[config.mk]
export PLATFORM = sky130hd
export DESIGN_NAME = hamming74_decode_s
export DESIGN_NICKNAME = d
export VERILOG_FILES = /design/src/rtl/hamming_pkg.sv /design/src/rtl/hamming74_correct.sv /design/src/rtl/hamming74_decode_s.sv
export SDC_FILE = /design/constraint.sdc
export NUM_CORES = 1
export LEC_CHECK = 0
export CORE_MARGIN = 1
export CORE_UTILIZATION = 43
export CTS_BUF_LIST = sky130_fd_sc_hd__clkbuf_8
export DETAILED_ROUTE_END_ITERATION = 12
export MAX_ROUTING_LAYER = met4
export PLACE_DENSITY = 0.7
export SLEW_MARGIN = 20
export SYNTH_ARGS = -nofsm -noshare
export SYNTH_HDL_FRONTEND = slang
export SYNTH_HIERARCHICAL = 1
export SYNTH_SLANG_ARGS = --single-unit
[constraint.sdc]
create_clock -name clk -period 2.15 [get_ports clk]
set_clock_uncertainty 0.2 [all_clocks]
set_input_delay 0.215 -clock clk [delete_from_list [all_inputs] [get_ports clk]]
set_output_delay 0.215 -clock clk [all_outputs]
set_load 0.03 [all_outputs]
[src/rtl/hamming_pkg.sv]
// Shared Hamming(7,4) constants, result payload and syndrome helper.
package hamming_pkg;

    localparam int unsigned CW_LEN = 7;
    localparam int unsigned DATA_W = 4;
    localparam int unsigned SYN_W  = 3;

    localparam int unsigned PAR_POS  [SYN_W]  = '{1, 2, 4};
    localparam int unsigned DATA_POS [DATA_W] = '{3, 5, 6, 7};

    typedef struct packed {
        logic [DATA_W-1:0] data;
        logic [SYN_W-1:0]  syndrome;
        logic              err;
    } hamming_result_t;

    // Syndrome bit b covers every position whose index has parity position b's bit set.
    function automatic logic [SYN_W-1:0] hamming_syndrome(logic [CW_LEN:1] cw);
        logic [SYN_W-1:0] s;
        s = '0;
        for (int unsigned b = 0; b < SYN_W; b++) begin
            for (int unsigned i = 1; i <= CW_LEN; i++) begin
                if ((i & PAR_POS[b]) != 0) begin
                    s[b] = s[b] ^ cw[i];
                end
            end
        end
        return s;
    endfunction

endpackage

[src/rtl/hamming74_correct.sv]
// Combinational Hamming(7,4) single-error corrector: codeword in, syndrome and data out.
module hamming74_correct
    import hamming_pkg::*;
(
    input  logic [CW_LEN:1]   cw,
    output logic [SYN_W-1:0]  syndrome_c,
    output logic [DATA_W-1:0] data_c
);

    logic [CW_LEN:1] fixed;

    always_comb begin
        syndrome_c = hamming_syndrome(cw);
        fixed      = cw;
        data_c     = '0;
        if (syndrome_c != '0) begin
            fixed[syndrome_c] = ~fixed[syndrome_c];
        end
        // MSB of the data word is the lowest data position (c3).
        for (int unsigned i = 0; i < DATA_W; i++) begin
            data_c[DATA_W-1-i] = fixed[DATA_POS[i]];
        end
    end

endmodule

[src/rtl/hamming74_decode_s.sv]
// Serial Hamming(7,4) receiver: assembles 7-bit frames from a strobed bit stream,
// corrects single-bit errors and reports status, with a mid-frame idle timeout.
module hamming74_decode_s
    import hamming_pkg::*;
#(
    parameter int unsigned IDLE_TO = 16,
    parameter int unsigned CNT_W   = 8
) (
    input  logic              clk,
    input  logic              rst_n,
    input  logic              d_in,
    input  logic              strobe_in,
    output logic [DATA_W-1:0] data_out,
    output logic [SYN_W-1:0]  syndrome,
    output logic              err_flag,
    output logic              valid_out,
    output logic              frame_drop,
    output logic [CNT_W-1:0]  err_count
);

    localparam int unsigned IDLE_W = $clog2(IDLE_TO + 1);
    localparam int unsigned BCNT_W = 3;

    typedef enum logic {S_IDLE, S_RECV} state_t;

    state_t            state_q, state_d;
    logic [BCNT_W-1:0] bit_cnt_q, bit_cnt_d;
    logic [CW_LEN:1]   shift_q, shift_d;
    logic [CW_LEN:1]   hold_q, hold_d;
    logic              pend_q, pend_d;
    logic [IDLE_W-1:0] idle_q, idle_d;
    hamming_result_t   res_q, res_d;
    logic              valid_q, valid_d;
    logic              drop_q, drop_d;
    logic [CNT_W-1:0]  err_cnt_q, err_cnt_d;

    logic              last_bit_c;
    logic              timeout_c;
    logic [SYN_W-1:0]  hold_syn_c;
    logic [DATA_W-1:0] hold_data_c;

    assign last_bit_c = strobe_in && (bit_cnt_q == BCNT_W'(CW_LEN - 1));
    // An accepted bit always wins over a timeout on the same cycle.
    assign timeout_c  = (state_q == S_RECV) && !strobe_in &&
                        (idle_q == IDLE_W'(IDLE_TO - 1));

    hamming74_correct u_correct (
        .cw         (hold_q),
        .syndrome_c (hold_syn_c),
        .data_c     (hold_data_c)
    );

    always_ff @(posedge clk or negedge rst_n) begin
        if (!rst_n) begin
            state_q <= S_IDLE;
        end else begin
            state_q <= state_d;
        end
    end

    always_comb begin
        state_d = state_q;
        unique case (state_q)
            S_IDLE: if (strobe_in) state_d = S_RECV;
            S_RECV: if (last_bit_c || timeout_c) state_d = S_IDLE;
            default: state_d = S_IDLE;
        endcase
    end

    always_comb begin
        bit_cnt_d = bit_cnt_q;
        shift_d   = shift_q;
        hold_d    = hold_q;
        pend_d    = 1'b0;
        idle_d    = idle_q;
        res_d     = res_q;
        valid_d   = pend_q;
        drop_d    = 1'b0;
        err_cnt_d = err_cnt_q;

        if (strobe_in) begin
            idle_d = '0;
            if (last_bit_c) begin
                hold_d    = {d_in, shift_q[CW_LEN-1:1]};
                shift_d   = '0;
                bit_cnt_d = '0;
                pend_d    = 1'b1;
            end else begin
                shift_d[BCNT_W'(bit_cnt_q + BCNT_W'(1))] = d_in;
                bit_cnt_d = BCNT_W'(bit_cnt_q + BCNT_W'(1));
            end
        end else if (state_q == S_RECV) begin
            if (timeout_c) begin
                idle_d    = '0;
                shift_d   = '0;
                bit_cnt_d = '0;
                drop_d    = 1'b1;
            end else begin
                idle_d = IDLE_W'(idle_q + IDLE_W'(1));
            end
        end else begin
            idle_d = '0;
        end

        // Frame completed last cycle: publish the corrected result.
        if (pend_q) begin
            res_d.data     = hold_data_c;
            res_d.syndrome = hold_syn_c;
            res_d.err      = (hold_syn_c != '0);
            if ((hold_syn_c != '0) && (err_cnt_q != '1)) begin
                err_cnt_d = CNT_W'(err_cnt_q + CNT_W'(1));
            end
        end
    end

    always_ff @(posedge clk or negedge rst_n) begin
        if (!rst_n) begin
            bit_cnt_q <= '0;
            shift_q   <= '0;
            hold_q    <= '0;
            pend_q    <= 1'b0;
            idle_q    <= '0;
            res_q     <= '0;
            valid_q   <= 1'b0;
            drop_q    <= 1'b0;
            err_cnt_q <= '0;
        end else begin
            bit_cnt_q <= bit_cnt_d;
            shift_q   <= shift_d;
            hold_q    <= hold_d;
            pend_q    <= pend_d;
            idle_q    <= idle_d;
            res_q     <= res_d;
            valid_q   <= valid_d;
            drop_q    <= drop_d;
            err_cnt_q <= err_cnt_d;
        end
    end

    assign data_out   = res_q.data;
    assign syndrome   = res_q.syndrome;
    assign err_flag   = res_q.err;
    assign valid_out  = valid_q;
    assign frame_drop = drop_q;
    assign err_count  = err_cnt_q;

endmodule

# After elaboration in Yosys (flattened, before gate mapping)
# Index checks and enable logic that the tools add are counted.
[op_classes]
n_addsub = 3
n_mul = 0
div_mod_pow = 0
n_lt_le_gt_ge = 4
n_eq_ne = 3
n_shift = 0
muxes = 28
bitwise = 11
reduce_logical = 14
[op_table]
columns = ["cell", "count"]
rows = [
  ["7-bit two-way mux", 5],
  ["5-bit two-way mux", 3],
  ["7-bit bitwise mux", 2],
  ["3-bit two-way mux", 4],
  ["1-bit two-way mux", 10],
  ["1-bit XOR", 9],
  ["8-bit by 1-bit adder with 8-bit output (second input constant)", 1],
  ["3-bit by 4-bit < comparator with 1-bit output (second input constant)", 2],
  ["8-bit != test (second input constant)", 1],
  ["1-bit demux with 3-bit select", 2],
  ["3-bit by 1-bit >= comparator with 1-bit output (second input constant)", 2],
  ["1-bit logical AND", 6],
  ["2-bit AND reduction", 3],
  ["5-bit by 1-bit adder with 5-bit output (second input constant)", 1],
  ["5-bit by 4-bit == test with 1-bit output (second input constant)", 1],
  ["2-bit nonzero test", 2],
  ["3-bit by 1-bit adder with 3-bit output (second input constant)", 1],
  ["1-bit binary-select mux with 3-bit select", 1],
  ["3-bit == test (second input constant)", 1],
  ["3-bit nonzero test", 1],
  ["1-bit NOT", 2],
  ["1-bit case mux with 2 select lines", 1],
  ["1-bit logical NOT", 1],
  ["1-bit logical OR", 1],
]
[word_totals]
reg_bits = 42
latchBits = 0
ram_bits = 0
mem_bits_ro = 0
mem_count = 0

# Longest topological paths before layout
# Gate-level depths: netlist of the first run.
[depth]
word_depth = 9
depth_mapped = 8
mapped_depth_nobuf = 6

# By module
# Netlist of the first run, hierarchy kept.
[by_module_without_submodules]
columns = ["mod", "n_inst", "cells_each", "area_each_um2", "seq_area_each_um2"]
rows = [
  ["hamming74_decode_s", 1, 146, 1861.8, 1026.0],
  ["hamming74_correct", 1, 89, 708.2, 0.0],
]

# Worst setup path before layout of the first run
# Ideal clock, no wire load.
[synth_path]
path_type = "reg-to-reg"
from = "register hold_q[6] in the netlist's numbering"
to = "register err_cnt_q[1] (netlist: err_count[1])"
arrival_ns = 1.831
required_ns = 1.825
path_slack_ns = -0.006
stages_incl_launch_ff = 6
cell_sequence = "dfrtp_1 > xnor2_2 > xnor2_1 > o31a_2 > o21ai_0 > mux2_2"
[synth_between]
elab_chain_len = 5
word_cells_on_any_way = 7
[synth_lines]
columns = ["item", "line", "rtl"]
rows = [
  ["start, declared", "hamming74_decode_s.sv:29", "logic [CW_LEN:1] hold_q, hold_d;"],
  ["start signal, assigned", "hamming74_decode_s.sv:130", "hold_q <= hold_d;"],
  ["1-bit XOR (2 in a row)", "hamming_pkg.sv:24", "s[b] = s[b] ^ cw[i];"],
  ["named net hold_syn_c[1]", "hamming74_decode_s.sv:39", "logic [SYN_W-1:0] hold_syn_c;"],
  ["3-bit nonzero test", "hamming74_decode_s.sv:110", "if ((hold_syn_c != '0) && (err_cnt_q != '1)) begin"],
  ["1-bit logical AND", "hamming74_decode_s.sv:110", ""],
  ["2-bit AND reduction (no source line)", "n/a", ""],
  ["end signal, assigned", "hamming74_decode_s.sv:136", "err_cnt_q <= err_cnt_d;"],
  ["end, declared", "hamming74_decode_s.sv:35", "logic [CNT_W-1:0] err_cnt_q, err_cnt_d;"],
]
# The timed path passes the listed nets, and every way through them passes these cells.
# A chain may end at the register's enable or synchronous reset.

# Final worst setup path of the first run
[layout_path]
from = "register hold_q[7] in the netlist's numbering"
to = "register err_cnt_q[3] (netlist: err_count[3])"
[layout_between]
elab_chain_len = 4
word_cells_on_any_way = 6
[layout_lines]
columns = ["item", "line"]
rows = [
  ["1-bit XOR", "hamming_pkg.sv:24"],
  ["named net hold_syn_c[1]", "hamming74_decode_s.sv:39"],
  ["3-bit nonzero test", "hamming74_decode_s.sv:110"],
  ["1-bit logical AND", "hamming74_decode_s.sv:110"],
  ["2-bit AND reduction (no source line)", "n/a"],
]
# The timed path passes the listed nets, and every way through them passes these cells.

==> results of run 1 <==
==> synthesized netlist by cell type (all sizes together) (2+ instances only) <==
cell type	instances	share of area
mux2	18	0.079
o2111ai	2	0.0068
dfrtp	41	0.40
nor4	3	0.0097
a21oi	13	0.027
and4	6	0.020
nor2	8	0.013
xor2	8	0.042
a221o	3	0.012
nand3	6	0.012
nand2b	4	0.0097
nor2b	5	0.012
o211a	4	0.016
a21boi	3	0.010
and3	4	0.010
and2	2	0.0049
nor3	5	0.0097
inv	10	0.015
xnor2	12	0.061
nand2	13	0.020
buf	13	0.049
a31oi	4	0.0097
o221ai	3	0.010
o311a	2	0.0078
a211o	4	0.016
ha	4	0.019
nand4	2	0.0049
o21ai	12	0.023
o22ai	3	0.0073
==> through the flow <==
step | cells | util | power [mW] | setup TNS, ns
after CTS | 339 | 0.528 | 3.69 | 0
after global routing | 340 | 0.534 | 4.01 | 0
after global placement | 331 | 0.512 | 3.15 | 0
final | 340 | 0.534 | 3.73 | 0
after detailed placement | 331 | 0.512 | 3.20 | -0.00209
after floorplan | 235 | - | 2.70 | 0
==> path summary, 6_finish.rpt <==
check | from | end | slack [ns] | cells past startpoint
min in group clk | idle_q[0]$_DFF_PN0_ | idle_q[0]$_DFF_PN0_ | 0.26 | 1
max in group asynchronous | rst_n | hold_q[5]$_DFFE_PN0P_ | 0.95 | 3
worst max register to register | hold_q[7]$_DFFE_PN0P_ | err_count[3]$_DFFE_PN0P_ | 0.09 | 5
worst min register to register | idle_q[0]$_DFF_PN0_ | idle_q[0]$_DFF_PN0_ | 0.26 | 1
worst min-delay path | rst_n | data_out[1]$_DFFE_PN0P_ | 0.22 | 2
worst max-delay path | hold_q[7]$_DFFE_PN0P_ | err_count[3]$_DFFE_PN0P_ | 0.09 | 5
==> routing by layer <==
metal	share of wire	vias to the layer above	wire, µm
met5	0	-	0
met4	0.0031	0	15
met3	0.029	2	143
met2	0.47	35	2310
met1	0.49	915	2400
li1	-	944	-
==> cells in the final DEF (no fill, tap or decap), types with 6 or more instances in the layout <==
| cell type | synthesis | final |
|---|---|---|
| buf_4 | 3 | 15 |
| xnor2_1 | 8 | 8 |
| dfrtp_1 | 41 | 38 |
| a21oi_1 | 12 | 12 |
| nor2_1 | 7 | 7 |
| mux2_2 | 18 | 18 |
| nand3_1 | 6 | 6 |
| and4_1 | 6 | 6 |
| nand2_1 | 12 | 12 |
| o21ai_0 | 9 | 8 |
| clkdlybuf4s50_1 | 0 | 20 |
| xor2_1 | 6 | 6 |
| inv_1 | 10 | 11 |
==> where the power goes <==
group	internal [mW]	switching (mW)
clock network	0.216	0.247
logic	1.02	1.06
registers	0.962	0.227
==> sequential cells by signal, summed over array words and instances (netlist names) <==
signal / cells
err_count: 8
idle_q: 5
syndrome: 3
hold_q: 7
err_flag: 1
data_out: 4
bit_cnt_q: 3
pend_q: 1
state_q: 1
valid_out: 1
shift_q: 6
frame_drop: 1
==> cell families (layout without fill, tap and decap cells) <==
| family | Yosys count | after routing | share of synthesized area |
|---|---|---|---|
| AO/OA/AOI/OAI | 66 | 66 | 0.192 |
| XOR/XNOR | 20 | 20 | 0.103 |
| adder cells (fa/ha/maj) | 4 | 4 | 0.0195 |
| buffers and inverters | 24 | 57 | 0.0647 |
| flip-flops | 41 | 41 | 0.399 |
| multiplexers | 18 | 18 | 0.0789 |
| AND/OR/NAND/NOR | 62 | 62 | 0.143 |
==> cell type report <==
| type | count | area [µm²] |
|---|---|---|
| Inverter | 10 | 37.5 |
| Fill cell | 514 | 2630 |
| Tap cell | 72 | 90.1 |
| Multi-Input combinational cell | 170 | 1400 |
| Clock inverter | 2 | 8.76 |
| Timing Repair Buffer | 40 | 379 |
| Sequential cell | 41 | 1030 |
| Clock buffer | 5 | 68.8 |
==> timing repair <==
item,4_1_cts,5_1_grt
setup endpoints to repair,0,12
hold buffers,1,0
setup buffers,0,1
hold endpoints to repair,20,0
resized for setup,0,10
==> results_tabular.tex, run 1 <==
\begin{tabular}{lr}
\hline
Metric & Value \\
\hline
\multicolumn{2}{l}{\textbf{Outcome}} \\
\quad Run status & completed \\
\multicolumn{2}{l}{\textbf{Cells and area}} \\
\quad Synth-to-Final Area Change & 17.3\% \\
\quad Non-Filler Cell Area, Final & about 0.003 mm² \\
\quad Share of cells above drive strength 1 & 0.261 \\
\quad Antenna diode count & 0 \\
\quad Net count of the finished layout & 276 \\
\multicolumn{2}{l}{\textbf{Setup path}} \\
\quad Crit path max-delay family & flip-flops \\
\quad Delay contributed by the slowest stage of the critical path & around 0.51 ns \\
\quad Arrival time worst endpoint & 2.03 ns \\
\quad Data required time at the worst endpoint & 2.12 ns \\
\quad Worst Setup Start Kind & flop \\
\quad WP buf/inv & 0 \\
\quad Maximum fanout encountered on the critical timing path & 6 \\
\quad Worst path slowest cell & dfrtp\_2 \\
\quad CP Class & flop to flop \\
\quad Critical-path cell list & xnor2\_4 -> xnor2\_1 -> o31a\_2 -> nand4\_1 -> mux2\_2 \\
\quad Setup crit end kind & flop \\
\multicolumn{2}{l}{\textbf{STA}} \\
\quad Setup repair after global routing missed its margin & yes \\
\quad Count of pins over their slew limit & 0 \\
\quad Highest attainable clock frequency & slightly below 500 MHz \\
\quad Hold Vio Cnt, Final & 0 \\
\quad Final period util & 0.960 \\
\quad Slew Limit Headroom & 0.651 \\
\quad Worst Max-Slew Pin Slew & about 0.52 ns \\
\quad Post-layout minimum cycle time & 2.06 ns \\
\quad Final setup violation count & 0 \\
\quad Final worst setup slack & around 0.087 ns \\
\quad Fin Hold WS & approximately 0.22 ns \\
\multicolumn{2}{l}{\textbf{Floorplanning}} \\
\quad Area of the die & roughly 0.0063 mm² \\
\quad Core area & between 0.005 and 0.006 mm² \\
\quad Placement Rows & 27 \\
\quad Die X-Extent & roughly 79 µm \\
\quad Overall die height & between 70 and 80 µm \\
\quad Effective utilization at floorplan & 0.456 \\
\quad Io pins & 22 \\
\multicolumn{2}{l}{\textbf{Route}} \\
\quad Via-to-Cell Ratio & roughly 5.6 \\
\quad DRC violations left & 0 \\
\quad Vias after detailed routing & around 1,900 \\
\quad Routed length per instance & roughly 14 µm \\
\quad Number of optimization iterations in the first detailed-route pass & 4 \\
\quad Initial detailed-routing violation count & between 100 and 150 \\
\quad DRT Wirelength & about 4900 µm \\
\quad Detail Route Antenna Nets & 0 \\
\multicolumn{2}{l}{\textbf{Yosys}} \\
\quad Post-Syn Area per Cell & approximately 11 µm² \\
\quad Main synth FF type & dfrtp\_1 \\
\quad Net count of the mapped netlist & 243 \\
\quad Number of flops mapped to enable cells by yosys & 0 \\
\quad Post-synthesis sequential area ratio & 0.399 \\
\quad Share of synthesized flip-flops with an asynchronous set or reset & 1.00 \\
\quad Number of distinct library cells after synthesis & 63 \\
\quad Synthesis-stage register bit count & 41 \\
\quad Synthesized instance count & 235 \\
\quad YS warnings & 6 \\
\quad Mapped cell area & approximately 0.0026 mm² \\
\multicolumn{2}{l}{\textbf{Clock network}} \\
\quad Clock tree sinks & 41 \\
\quad Root Driver & clkbuf\_8 \\
\quad Number of levels in the clock H-tree & 2 \\
\quad Buffers from clock root to sink, at most & 2 \\
\quad Clock latency of the later-clocked register in the worst-skew pair & between 0.2 and 0.3 ns \\
\quad Register clock-pin slew on the reported worst setup and hold paths & 0.08 ns \\
\quad Clock tree from TritonCTS & yes \\
\quad CTS buffer count & 5 \\
\multicolumn{2}{l}{\textbf{Flow run}} \\
\quad Max cap viols & 0 \\
\multicolumn{2}{l}{\textbf{Placed design}} \\
\quad Final weighted congestion in routability-driven placement & approximately 0.77 \\
\quad Setup slack at placement & -0.00209 ns \\
\quad Count of buffers from port buffering & 21 \\
\quad Dpl cell area & a little under 0.003 mm² \\
\quad Total half-perimeter wirelength after legalization and detailed placement & between 3000 and 4000 µm \\
\multicolumn{2}{l}{\textbf{Global routing}} \\
\quad Met1 usage in global routing & 0.233 \\
\quad Total overflow reported by the global router & 0 \\
\quad Vias in the first global route & 1,753 \\
\quad Met3 usage in global routing & 0.0345 \\
\quad Aggregate global-route resource usage & 0.169 \\
\quad Pin count of the biggest net entering global routing & 23 \\
\quad Layer with the highest usage & met2 \\
\quad First-pass GRT wire length & between 8000 and 9000 µm \\
\quad Antenna violations before repair & 0 \\
\quad GR Util met2 & 0.255 \\
\multicolumn{2}{l}{\textbf{Power and ir drop}} \\
\quad Power per cell area & $\sim$1200 mW/mm² \\
\quad Worst vdd ir & between 0.0007 and 0.0008 V \\
\quad P\_leak & 1.37 nW \\
\multicolumn{2}{l}{\textbf{Hold path}} \\
\quad Path category of the worst min-delay check & input pin to async pin \\
\hline
\end{tabular}
No activity file was read; power rests on OpenSTA's default activity.
==> inputs of run 2 (changes only) <==
CTS_BUF_LIST = unset   (was sky130_fd_sc_hd__clkbuf_8)
==> results_tabular.tex, run 2 (synthesized netlist as in run 1, its figures left out) <==
\begin{tabular}{lr}
\hline
Metric & Value \\
\hline
\multicolumn{2}{l}{\textbf{Floorplanning}} \\
\quad Core area & 0.00564 mm² \\
\quad Placement Rows & 27 \\
\quad Die X-Extent & 79.3 µm \\
\quad Overall die height & 79.3 µm \\
\quad Area of the die & approximately 0.0063 mm² \\
\quad Io pins & 22 \\
\quad Effective utilization at floorplan & 0.456 \\
\multicolumn{2}{l}{\textbf{STA}} \\
\quad Highest attainable clock frequency & slightly below 500 MHz \\
\quad Post-layout minimum cycle time & 2.06 ns \\
\quad Final period util & 0.960 \\
\quad Final setup violation count & 0 \\
\quad Hold Vio Cnt, Final & 0 \\
\quad Worst Max-Slew Pin Slew & 0.520 ns \\
\quad Count of pins over their slew limit & 0 \\
\quad Setup repair after global routing missed its margin & yes \\
\quad Final worst setup slack & slightly below 0.09 ns \\
\quad Slew Limit Headroom & 0.651 \\
\multicolumn{2}{l}{\textbf{Cells and area}} \\
\quad Net count of the finished layout & roughly 280 \\
\quad Number of standard cells in the final layout excluding fillers & 340 \\
\quad Fill cell instance count of the final layout & a little over 500 \\
\quad Most common cell after layout, fill and taps aside & dfrtp\_1 \\
\quad Flip-flop count of the largest register, all copies and words added & 8 \\
\quad Synth-to-Final Area Change & 17.3\% \\
\quad Share of cells above drive strength 1 & 0.261 \\
\quad Leading cell types in the layout, fill and taps excluded & dfrtp\_1 (38), clkdlybuf4s50\_1 (20), mux2\_2 (18), buf\_4 (15) \\
\quad Antenna diode count & 0 \\
\multicolumn{2}{l}{\textbf{Setup path}} \\
\quad Delay contributed by the slowest stage of the critical path & 0.51 ns \\
\quad Critical-path cell list & xnor2\_4 -> xnor2\_1 -> o31a\_2 -> nand4\_1 -> mux2\_2 \\
\quad Setup crit end kind & flop \\
\quad CP Class & flop to flop \\
\quad Worst path slowest cell & dfrtp\_2 \\
\quad Arrival time worst endpoint & approximately 2 ns \\
\quad Maximum fanout encountered on the critical timing path & 6 \\
\quad Data required time at the worst endpoint & roughly 2.1 ns \\
\quad Worst Setup Start Kind & flop \\
\multicolumn{2}{l}{\textbf{Clock network}} \\
\quad Clock tree from TritonCTS & yes \\
\quad Root Driver & clkbuf\_8 \\
\quad Register clock-pin slew on the reported worst setup and hold paths & roughly 0.080 ns \\
\quad Clock tree sinks & 41 \\
\quad Number of levels in the clock H-tree & 2 \\
\quad CTS buffer count & 5 \\
\quad Buffers from clock root to sink, at most & 2 \\
\quad Clock latency of the later-clocked register in the worst-skew pair & 0.28 ns \\
\multicolumn{2}{l}{\textbf{Route}} \\
\quad Vias after detailed routing & between 1,500 and 2,000 \\
\quad DRC violations left & 0 \\
\quad Initial detailed-routing violation count & 121 \\
\quad Number of optimization iterations in the first detailed-route pass & 4 \\
\quad Detail Route Antenna Nets & 0 \\
\quad Via-to-Cell Ratio & $\sim$5.6 \\
\quad DRT Wirelength & roughly 4900 µm \\
\quad Routed length per instance & 14.3 µm \\
\multicolumn{2}{l}{\textbf{Placed design}} \\
\quad Dpl cells & 331 \\
\quad Total half-perimeter wirelength after legalization and detailed placement & between 3000 and 4000 µm \\
\quad Final weighted congestion in routability-driven placement & $\sim$0.77 \\
\quad Count of buffers from port buffering & 21 \\
\quad Setup slack at placement & -0.00209 ns \\
\multicolumn{2}{l}{\textbf{Power and ir drop}} \\
\quad P\_leak & between 1 and 1.5 nW \\
\quad Worst vdd ir & 0.000734 V \\
\quad Power per cell area & 1240 mW/mm² \\
\multicolumn{2}{l}{\textbf{Global routing}} \\
\quad Aggregate global-route resource usage & 0.169 \\
\quad Antenna violations before repair & 0 \\
\quad Vias in the first global route & 1,753 \\
\quad First-pass GRT wire length & between 8000 and 9000 µm \\
\quad Total overflow reported by the global router & 0 \\
\quad Pin count of the biggest net entering global routing & 23 \\
\multicolumn{2}{l}{\textbf{Flow run}} \\
\quad Max cap viols & 0 \\
\multicolumn{2}{l}{\textbf{Hold path}} \\
\quad Path category of the worst min-delay check & input pin to async pin \\
\multicolumn{2}{l}{\textbf{Outcome}} \\
\quad Run status & completed \\
\hline
\end{tabular}
==> run 2: repair_timing <==
action | in CTS | in global routing
hold endpoints to repair | 20 | 0
endpoints found under the setup margin | 0 | 12
buffers inserted | 0 | 1
hold buffers | 1 | 0
gates resized for setup | 0 | 10
==> run 2: power by group <==
group / switching [mW] / internal [mW] / total, mW
Sequential: 0.227 / 0.962 / 1.19
Combinational: 1.06 / 1.02 / 2.08
Clock: 0.247 / 0.221 / 0.467
Total: 1.53 / 2.20 / 3.74
==> run 2: area by class of cell <==
type                            instances  area [µm²]  area share
Tap cell                               72        90.1      0.0299
Inverter                               10        37.5      0.0124
Timing Repair Buffer                   40         379       0.126
Sequential cell                        41        1030       0.341
Clock buffer                            6        72.6      0.0241
Clock inverter                          1        5.00     0.00166
Multi-Input combinational cell        170        1400       0.465
==> run 2: worst max-delay path: cells and delay by family (launching register included) <==
kind | cells | cell delay, ns
compound gates | 1 | 0.42
xor+xnor | 2 | 0.36
flops | 1 | 0.51
mux | 1 | 0.33
simple gates | 1 | 0.12
==> run 2: worst paths after layout <==
kind	start	to	slack (ns)	cells after the start
max	hold_q[7]$_DFFE_PN0P_	err_count[3]$_DFFE_PN0P_	0.09	5
min	rst_n	data_out[1]$_DFFE_PN0P_	0.22	2
max reg2reg	hold_q[7]$_DFFE_PN0P_	err_count[3]$_DFFE_PN0P_	0.09	5
min reg2reg	idle_q[0]$_DFF_PN0_	idle_q[0]$_DFF_PN0_	0.26	1
max in group asynchronous	rst_n	hold_q[5]$_DFFE_PN0P_	0.95	3
min in group clk	idle_q[0]$_DFF_PN0_	idle_q[0]$_DFF_PN0_	0.26	1
==> run 2: layer usage <==
metal / track usage / share of wire / vias to the layer above
li1: - / - / 944
met1: 0.233 / 0.49 / 914
met2: 0.255 / 0.47 / 35
met3: 0.0345 / 0.029 / 2
met4: 0.0400 / 0.0031 / 0
met5: - / 0 / -
==> run 2: per-stage QoR <==
step	hold WS (ns)	TNS [ns]	utilization	cell area, µm²	power, mW
after floorplan	-0.281	0	-	2580	2.70
after global placement	0.0116	0	0.512	2890	3.15
after detailed placement	0.00690	-0.00209	0.512	2890	3.20
after CTS	0.230	0	0.528	2980	3.69
after global routing	0.269	0	0.534	3020	4.01
final	0.224	0	0.534	3020	3.74
==> inputs of run 3 (changes only) <==
PLACE_DENSITY = 0.71   (was 0.7)
SYNTH_HIERARCHICAL = unset   (was 1)
==> results_tabular.tex, run 3 <==
\begin{tabular}{lr}
\hline
Metric & Value \\
\hline
\multicolumn{2}{l}{\textbf{Clock network}} \\
\quad Register clock-pin slew on the reported worst setup and hold paths & around 0.08 ns \\
\quad Clock latency of the later-clocked register in the worst-skew pair & approximately 0.28 ns \\
\quad Root Driver & clkbuf\_8 \\
\quad CTS buffer count & 5 \\
\quad Buffers from clock root to sink, at most & 2 \\
\quad Clock tree sinks & 41 \\
\quad Number of levels in the clock H-tree & 2 \\
\quad Clock tree from TritonCTS & yes \\
\multicolumn{2}{l}{\textbf{Flow run}} \\
\quad Max cap viols & 0 \\
\multicolumn{2}{l}{\textbf{Placed design}} \\
\quad Total half-perimeter wirelength after legalization and detailed placement & between 2000 and 3000 µm \\
\quad Final weighted congestion in routability-driven placement & approximately 0.8 \\
\quad Count of buffers from port buffering & 21 \\
\quad Setup slack at placement & 0.0389 ns \\
\multicolumn{2}{l}{\textbf{Global routing}} \\
\quad First-pass GRT wire length & 6300 µm \\
\quad Pin count of the biggest net entering global routing & between 40 and 50 \\
\quad Total overflow reported by the global router & 0 \\
\quad Aggregate global-route resource usage & 0.159 \\
\quad Vias in the first global route & 1,442 \\
\quad Antenna violations before repair & 0 \\
\multicolumn{2}{l}{\textbf{Cells and area}} \\
\quad Share of cells above drive strength 1 & 0.171 \\
\quad Leading cell types in the layout, fill and taps excluded & dfrtp\_1 (39), clkdlybuf4s50\_1 (20), o21ai\_0 (17), nand2\_1 (15), nor2\_1 (15) \\
\quad Net count of the finished layout & 241 \\
\quad Fill cell instance count of the final layout & 430 \\
\quad Antenna diode count & 0 \\
\quad Flip-flop count of the largest register, all copies and words added & 8 \\
\quad Most common cell after layout, fill and taps aside & dfrtp\_1 \\
\quad Synth-to-Final Area Change & 19.7\% \\
\multicolumn{2}{l}{\textbf{Yosys}} \\
\quad Post-synthesis sequential area ratio & 0.490 \\
\quad Number of flops mapped to enable cells by yosys & 0 \\
\quad Net count of the mapped netlist & $\sim$210 \\
\quad Number of distinct library cells after synthesis & between 40 and 50 \\
\quad Top cells by area in the synthesized netlist & dfrtp\_1 (49\%), xor2\_1 (5.0\%), mux2\_2 (4.3\%), o21ai\_0 (4.1\%), a21oi\_1 (3.1\%) \\
\quad YS warnings & 0 \\
\quad Cell type with the largest total area after synthesis & dfrtp\_1 \\
\quad Top-area cell type share of the netlist area & 0.490 \\
\quad Synthesized instance count & approximately 200 \\
\quad Most frequent cells after synthesis & dfrtp\_1 (41), o21ai\_0 (17), nand2\_1 (15), nor2\_1 (15), a21oi\_1 (13) \\
\quad Post-Syn Area per Cell & around 10 µm² \\
\quad Synthesis-stage register bit count & between 40 and 50 \\
\quad Cell with the most instances after synthesis & dfrtp\_1 \\
\quad Mapped cell area & 0.00209 mm² \\
\quad Share of synthesized flip-flops with an asynchronous set or reset & 1.00 \\
\quad Main synth FF type & dfrtp\_1 \\
\multicolumn{2}{l}{\textbf{Floorplanning}} \\
\quad Effective utilization at floorplan & 0.446 \\
\quad Io pins & 22 \\
\quad Placement Rows & 25 \\
\quad Core area & $\sim$0.0047 mm² \\
\quad Area of the die & a little over 0.005 mm² \\
\quad Overall die height & about 72 µm \\
\quad Die X-Extent & a little over 70 µm \\
\multicolumn{2}{l}{\textbf{Power and ir drop}} \\
\quad P\_leak & roughly 1.1 nW \\
\quad Worst vdd ir & between 0.0005 and 0.0006 V \\
\quad Power per cell area & about 1300 mW/mm² \\
\multicolumn{2}{l}{\textbf{STA}} \\
\quad Setup repair after global routing missed its margin & no \\
\quad Final period util & 0.964 \\
\quad Hold Vio Cnt, Final & 0 \\
\quad Highest attainable clock frequency & $\sim$480 MHz \\
\quad Slew Limit Headroom & 0.668 \\
\quad Final setup violation count & 0 \\
\quad Post-layout minimum cycle time & a little over 2 ns \\
\quad Worst Max-Slew Pin Slew & about 0.5 ns \\
\quad Total negative slack for setup checks & 0 ns \\
\quad Count of pins over their slew limit & 0 \\
\quad Final worst setup slack & approximately 0.078 ns \\
\multicolumn{2}{l}{\textbf{Route}} \\
\quad Routed length per instance & roughly 12 µm \\
\quad Detail Route Antenna Nets & 0 \\
\quad Vias after detailed routing & about 1,500 \\
\quad Via-to-Cell Ratio & 5.12 \\
\quad Initial detailed-routing violation count & just under 80 \\
\quad DRC violations left & 0 \\
\quad DRT Wirelength & 3560 µm \\
\quad Number of optimization iterations in the first detailed-route pass & 5 \\
\multicolumn{2}{l}{\textbf{Setup path}} \\
\quad Delay contributed by the slowest stage of the critical path & between 0.4 and 0.5 ns \\
\quad Worst Setup Start Kind & flop \\
\quad Arrival time worst endpoint & 2.05 ns \\
\quad Crit path max-delay family & XOR/XNOR gates \\
\quad Data required time at the worst endpoint & $\sim$2.1 ns \\
\quad Worst path slowest cell & dfrtp\_2 \\
\quad CP Class & flop to flop \\
\quad Critical-path cell list & xnor3\_2 -> xnor2\_4 -> a21oi\_4 -> nor2\_2 -> mux2\_4 \\
\quad Maximum fanout encountered on the critical timing path & 8 \\
\quad Setup crit end kind & flop \\
\quad WP buf/inv & 0 \\
\multicolumn{2}{l}{\textbf{Hold path}} \\
\quad Path category of the worst min-delay check & flop to flop \\
\multicolumn{2}{l}{\textbf{Outcome}} \\
\quad Run status & completed \\
\hline
\end{tabular}
==> run 3: kinds of logic after synthesis <==
kind of cell	count (synthesis)	share of synthesized area
and+or+nand+nor	69	0.169
AOI/OAI and AO/OA	42	0.116
DFF	41	0.490
xor gates and xnor gates	23	0.120
buffers and inverters	12	0.0263
muxes	9	0.0502
adders and majority gates	5	0.0287
==> run 3: path summary, 6_finish.rpt <==
kind / startpoint / endpoint / slack (ns) / cells after the start
worst max-delay path: hold_q[5]$_DFFE_PN0P_ / err_count[1]$_DFFE_PN0P_ / 0.08 / 5
worst min-delay path: idle_q[0]$_DFF_PN0_ / idle_q[0]$_DFF_PN0_ / 0.27 / 1
worst max register to register: hold_q[5]$_DFFE_PN0P_ / err_count[1]$_DFFE_PN0P_ / 0.08 / 5
worst min register to register: idle_q[0]$_DFF_PN0_ / idle_q[0]$_DFF_PN0_ / 0.27 / 1
max in group asynchronous: rst_n / hold_q[5]$_DFFE_PN0P_ / 1.06 / 3
min in group asynchronous: rst_n / data_out[2]$_DFFE_PN0P_ / 0.30 / 3
==> run 3: timing repair <==
action / 4_1_cts / 5_1_grt
setup buffers: 0 / 0
endpoints found under the hold margin: 41 / 0
hold buffers: 1 / 0
gates resized for setup: 0 / 3
setup endpoints to repair: 0 / 3
==> run 3: area by class of cell <==
cell class                 instances  area, µm²  area share
sequential                        41       1030       0.411
multi-input combinational        148       1020       0.406
timing repair buffer              32        290       0.116
clock buffer                       6       72.6      0.0290
tap                               54       67.6      0.0270
inverter                           5       18.8     0.00749
clock inverter                     2       10.0     0.00400
==> run 3: power by group <==
| group | internal (mW) | switching [mW] | leakage (nW) |
|---|---|---|---|
| clock | 0.225 | 0.249 | 0.0450 |
| sequential | 0.994 | 0.192 | 0.533 |
| combinational | 0.755 | 0.935 | 0.548 |
| total | 1.97 | 1.38 | 1.13 |
==> run 3: layer usage <==
metal | track usage | vias up | wire length (µm)
met3 | 0.0338 | 5 | 89
met2 | 0.254 | 20 | 1650
met1 | 0.209 | 681 | 1790
met5 | - | - | 0
li1 | - | 768 | -
met4 | 0.0392 | 0 | 37
==> run 3: per-stage QoR <==
step	util	cells	area (µm²)	power [mW]	hold WS (ns)
after floorplan	-	201	2090	2.37	-0.281
after global placement	0.512	279	2400	2.85	0.112
after detailed placement	0.512	279	2400	2.88	0.106
after CTS	0.532	288	2500	3.36	0.265
after global routing	0.534	288	2500	3.59	0.285
final	0.534	288	2500	3.35	0.265
